## src/rtl/ring_decoder.sv

```systemverilog
// Receive-side checker for an 8-bit rotating one-hot ring: decodes, verifies rotation, locks, counts.
// Optional macro RING_DECODER_DIR_DETECT_EN accepts either rotation direction and adds the `dir` output.
module ring_decoder #(
  parameter int LOCK_COUNT = 3,
  parameter int REV_W      = 8,
  parameter int ERR_W      = 8
) (
  input  logic             clk,
  input  logic             rst,
  input  logic [7:0]       ring_in,
  input  logic             sample_en,
  output logic [2:0]       index,
  output logic             index_valid,
  output logic             lock,
  output logic             err,
  output logic [ERR_W-1:0] err_count,
`ifdef RING_DECODER_DIR_DETECT_EN
  output logic             dir,
`endif
  output logic [REV_W-1:0] rev_count
);

  // The state register is the lock flag: LOCKED drives lock directly.
  typedef enum logic {S_HUNT = 1'b0, S_LOCKED = 1'b1} state_t;

  state_t           state_q, state_d;
  logic [2:0]       index_q, index_d;
  logic             index_valid_q, index_valid_d;
  logic             err_q, err_d;
  logic [ERR_W-1:0] err_count_q, err_count_d;
  logic [REV_W-1:0] rev_count_q, rev_count_d;
  logic [3:0]       run_q, run_d;
  logic             prev_valid_q, prev_valid_d;
  logic             dir_q, dir_d;

  logic [3:0] bit_cnt;
  logic [2:0] dec;
  logic       one_hot;
  logic [2:0] exp_dn, exp_up, exp_next;
  logic       step_ok;
  logic       step_dir;
  logic       rev_hit;

  always_comb begin
    bit_cnt = 4'd0;
    dec     = 3'd0;
    for (int i = 0; i < 8; i++) begin
      if (ring_in[i]) begin
        bit_cnt = bit_cnt + 4'd1;
        dec     = i[2:0];
      end
    end
    one_hot = (bit_cnt == 4'd1);
  end

  assign exp_dn   = index_q - 3'd1;
  assign exp_up   = index_q + 3'd1;
  assign exp_next = dir_q ? exp_up : exp_dn;

  // Hunting step check; with direction detect, the first step of a run may go either way.
  always_comb begin
    step_ok  = 1'b0;
    step_dir = dir_q;
    if (prev_valid_q) begin
`ifdef RING_DECODER_DIR_DETECT_EN
      if (run_q == 4'd0) begin
        step_ok  = (dec == exp_dn) || (dec == exp_up);
        step_dir = (dec == exp_up);
      end else begin
        step_ok = (dec == exp_next);
      end
`else
      step_ok = (dec == exp_next);
`endif
    end
  end

  assign rev_hit = dir_q ? (index_q == 3'd7 && dec == 3'd0)
                         : (index_q == 3'd0 && dec == 3'd7);

  always_comb begin
    state_d       = state_q;
    index_d       = index_q;
    index_valid_d = 1'b0;
    err_d         = 1'b0;
    err_count_d   = err_count_q;
    rev_count_d   = rev_count_q;
    run_d         = run_q;
    prev_valid_d  = prev_valid_q;
    dir_d         = dir_q;

    if (sample_en) begin
      case (state_q)
        S_HUNT: begin
          if (one_hot) begin
            index_d       = dec;
            index_valid_d = 1'b1;
            prev_valid_d  = 1'b1;
            if (step_ok) begin
              dir_d = step_dir;
              if (run_q + 4'd1 == 4'(LOCK_COUNT)) begin
                state_d = S_LOCKED;
                run_d   = 4'd0;
              end else begin
                run_d = run_q + 4'd1;
              end
            end else begin
              run_d = 4'd0;
              dir_d = 1'b0;
            end
          end else begin
            run_d        = 4'd0;
            prev_valid_d = 1'b0;
            dir_d        = 1'b0;
          end
        end
        default: begin
          if (one_hot && dec == exp_next) begin
            index_d       = dec;
            index_valid_d = 1'b1;
            if (rev_hit) rev_count_d = rev_count_q + 1'b1;
          end else begin
            err_d   = 1'b1;
            state_d = S_HUNT;
            run_d   = 4'd0;
            dir_d   = 1'b0;
            if (err_count_q != '1) err_count_d = err_count_q + 1'b1;
            if (one_hot) begin
              index_d       = dec;
              index_valid_d = 1'b1;
              prev_valid_d  = 1'b1;
            end else begin
              prev_valid_d = 1'b0;
            end
          end
        end
      endcase
    end
  end

  always_ff @(posedge clk) begin
    if (rst) begin
      state_q       <= S_HUNT;
      index_q       <= 3'd0;
      index_valid_q <= 1'b0;
      err_q         <= 1'b0;
      err_count_q   <= '0;
      rev_count_q   <= '0;
      run_q         <= 4'd0;
      prev_valid_q  <= 1'b0;
      dir_q         <= 1'b0;
    end else begin
      state_q       <= state_d;
      index_q       <= index_d;
      index_valid_q <= index_valid_d;
      err_q         <= err_d;
      err_count_q   <= err_count_d;
      rev_count_q   <= rev_count_d;
      run_q         <= run_d;
      prev_valid_q  <= prev_valid_d;
      dir_q         <= dir_d;
    end
  end

  assign index       = index_q;
  assign index_valid = index_valid_q;
  assign lock        = (state_q == S_LOCKED);
  assign err         = err_q;
  assign err_count   = err_count_q;
  assign rev_count   = rev_count_q;
`ifdef RING_DECODER_DIR_DETECT_EN
  assign dir         = dir_q;
`endif

endmodule
```

## config.mk

```make
export PLATFORM = sky130hd
export DESIGN_NAME = ring_decoder
export DESIGN_NICKNAME = d
export VERILOG_FILES = /design/src/rtl/ring_decoder.sv
export SDC_FILE = /design/constraint.sdc
export NUM_CORES = 1
export LEC_CHECK = 0
export CORE_MARGIN = 4
export CORE_UTILIZATION = 35
export DETAILED_ROUTE_END_ITERATION = 8
export SLEW_MARGIN = 30
export SYNTH_ARGS = -nofsm -noshare
export SYNTH_HDL_FRONTEND = slang
export SYNTH_SLANG_ARGS = --single-unit
```

## constraint.sdc

```tcl
create_clock -name clk -period 8 [get_ports clk]
set_clock_uncertainty 0.05 [all_clocks]
set_input_delay 1.2 -clock clk [delete_from_list [all_inputs] [get_ports clk]]
set_output_delay 1.2 -clock clk [all_outputs]
set_load 0.1 [all_outputs]
```

==> results.sh <==
export IMPL_critPathCaptureType="flip-flop"
export IMPL_die_h_um=84.8
export IMPL_yosysSeqAreaShare_pct=26.2
export IMPL_rsz0062_at_grt="no"
export IMPL_setup_viol=0
export IMPL_instances_no_fill=341
export IMPL_vias=1835
export IMPL_power_leakage_nw=0.904
export IMPL_portBuffers=32
export IMPL_switchingPower_mw=0.150
export IMPL_ys_ff_latch=27
export IMPL_postCtsSetupRepairBufs=0
export IMPL_utilization_pct=43.2
export IMPL_cpMostUsedCell="ha_1"
export IMPL_root_buffer="clkbuf_8"
export IMPL_place_ws_ps=1190
export IMPL_cts_buffer_depth=2
export IMPL_ant_nets=0
export IMPL_syn_inst=247
export IMPL_syn_num_nets=271
export IMPL_p_seq_share_pct=36.4
export IMPL_grt_pass1_wl_mm=7.93
export IMPL_initial_core_util_pct=36.8
export IMPL_hold_class="flip-flop to flip-flop"
export IMPL_dp_hpwl_mm=3.39
export IMPL_worstMarginPinSlew_ps=976
export IMPL_final_nets=294
export IMPL_die_x_um=84.8
export IMPL_max_cap_violations=0
export IMPL_path_class="input port to flip-flop"
export IMPL_internal_power_mw=0.238
export IMPL_cp_max_fo=18
export IMPL_synth_cell_types=61
export IMPL_cts_sinks=27
export IMPL_grt_overflow_total=0
export IMPL_ir_worst_vdd_uv=80.8
export IMPL_drt_first_iter_violations=71
export IMPL_power_density_nw_per_um2=160
export IMPL_p_clk_share_pct=21.5
export IMPL_clkLatencyLatePin_ps=280
export IMPL_first_pass_iters=4
export IMPL_final_common_cell="clkdlybuf4s50_1"
export IMPL_critPathBufInv=4
export IMPL_place_congestion=0.793
export IMPL_finalSetupTns_ps=0
export IMPL_crit_path_max_incr_delay_ps=490
export IMPL_die_area_um2=7200
export IMPL_routed_wl_mm=4.54
export IMPL_grt_usage_pct=12.8
export IMPL_rows=27
export IMPL_crit_family="adder cells"
export IMPL_synth_ff_type="dfxtp_1"
export IMPL_postCtsHoldBufs=0
export IMPL_crit_required_ps=8130
export IMPL_setup_ws_ps=1490
export IMPL_yosys_warnings=0
export IMPL_period_minus_slack_ps=6510
export IMPL_startpoint_type="input port"
export IMPL_synth_area_per_cell_um2=8.36
export IMPL_finalHoldViolations=0
export IMPL_p_sw_share_pct=38.7
export IMPL_drc=0
export IMPL_diodes=0
export IMPL_synth_edf_count=0
export IMPL_boundaryPins=33
export IMPL_fmax_ghz=0.154
export IMPL_cts_resized_gates=0
export IMPL_drive_gt1_share_pct=8.18
export IMPL_grt_max_degree=29
export IMPL_status="finished clean"
export IMPL_grt_pass1_vias=1715
export IMPL_synthArstFlopShare_pct=0
export IMPL_viasPerCell=5.38
export IMPL_drv_slew=0
export IMPL_clkTransAtPathRegs_ps=110
export IMPL_numCtsBuffers=3
export IMPL_worst_endpoint_arrival_ps=6650
export IMPL_wire_per_inst_um=13.3
export IMPL_period_share_pct=81.4
export IMPL_layout_common_cells="31 x clkdlybuf4s50_1, 27 x dfxtp_1, 21 x nor2_1, 21 x a21oi_1, 17 x nand2_1"
export IMPL_syn_area_um2=2070
export IMPL_area_growth_pct=17.1
export IMPL_antenna_found_initial=0
export IMPL_core_area_um2=5610
export IMPL_cts_tree="done"
export IMPL_place_inst=337
export IMPL_worst_path_max_delay_cell="clkdlybuf4s50_1"
export IMPL_maxSlewHeadroom_pct=34.8
export IMPL_htreeDepth=1
export IMPL_p_comb_share_pct=42.1
[worst register-to-register path: cells and delay by family (launching register included)]
kind                     cells  cell delay, ps
AND/OR/NAND/NOR              3             720
multiplexers                 1             380
flip-flops                   1             350
adder cells (fa/ha/maj)      2             510
AO/OA/AOI/OAI                2             280
buffers and inverters        1              90
[kinds of logic (layout without fill, tap and decap cells)]
family | count (synthesis) | in the layout | synth area share (%)
adders and majority gates | 13 | 13 | 7.87
xor gates and xnor gates | 18 | 18 | 11.3
buffers and inverters | 26 | 48 | 7.03
DFF | 27 | 27 | 26.2
AOI/OAI and AO/OA | 62 | 62 | 19.7
and+or+nand+nor | 100 | 100 | 27.3
muxes | 1 | 1 | 0.545
[cells in the mapped netlist (all sizes together) (3+ instances only)]
master	number	area, um2
and4	3	28.8
xor2	6	52.6
a21oi	21	105
or3	7	43.8
nand4	6	37.5
inv	12	45.0
xnor2	9	113
dfxtp	27	541
ha	13	163
clkbuf	8	50.1
o21ai	12	60.1
nand3	9	45.0
o31ai	4	30.0
nor2b	7	43.8
and3	6	47.5
nand2	19	76.3
xnor3	3	68.8
buf	6	50.0
a211oi	4	30.0
nor3	6	41.3
nor2	21	78.8
and2	3	20.0
[routing by layer]
| metal | up-vias | global-route usage [%] | part of all wire [%] |
|---|---|---|---|
| li1 | 946 | - | - |
| met1 | 861 | 17.8 | 51 |
| met2 | 24 | 21.1 | 45 |
| met3 | 4 | 1.84 | 3.3 |
| met4 | 0 | 3.02 | 0.88 |
| met5 | - | 0 | 0 |
[stage by stage]
step,area (um2),power (mW),hold WS (ps)
after detailed placement,2370,0.307,450
final,2420,0.388,465
after global routing,2420,0.411,502
after CTS,2420,0.391,464
after floorplan,2070,0.282,427
after global placement,2380,0.306,422
[final timing paths]
check / start / end / slack [ps] / cells after the start
max: ring_in[1] / err_count[0] / 1490 / 25
min reg2reg: rev_count[6] / rev_count[6] / 470 / 2
max reg2reg: flip-flop / err_count[0] / 5530 / 9
min: rev_count[6] / rev_count[6] / 470 / 2
[power by group through the flow]
stage | clock, mW | sequential (mW) | combinational [mW]
after CTS | 0.0858 | 0.141 | 0.164
after floorplan | 0 | 0.165 | 0.117
after global placement | 0 | 0.144 | 0.162
final | 0.0836 | 0.141 | 0.163
after detailed placement | 0 | 0.144 | 0.163
after global routing | 0.0888 | 0.142 | 0.180
[final cells by class]
type / instances / area [um2]
inverter: 12 / 45.0
fill: 588 / 3190
multi-input combinational: 194 / 1380
tap: 72 / 90.1
timing repair buffer: 32 / 315
clock buffer: 3 / 41.3
sequential: 27 / 541
clock inverter: 1 / 7.51
Power figures use the tool's default switching activity.
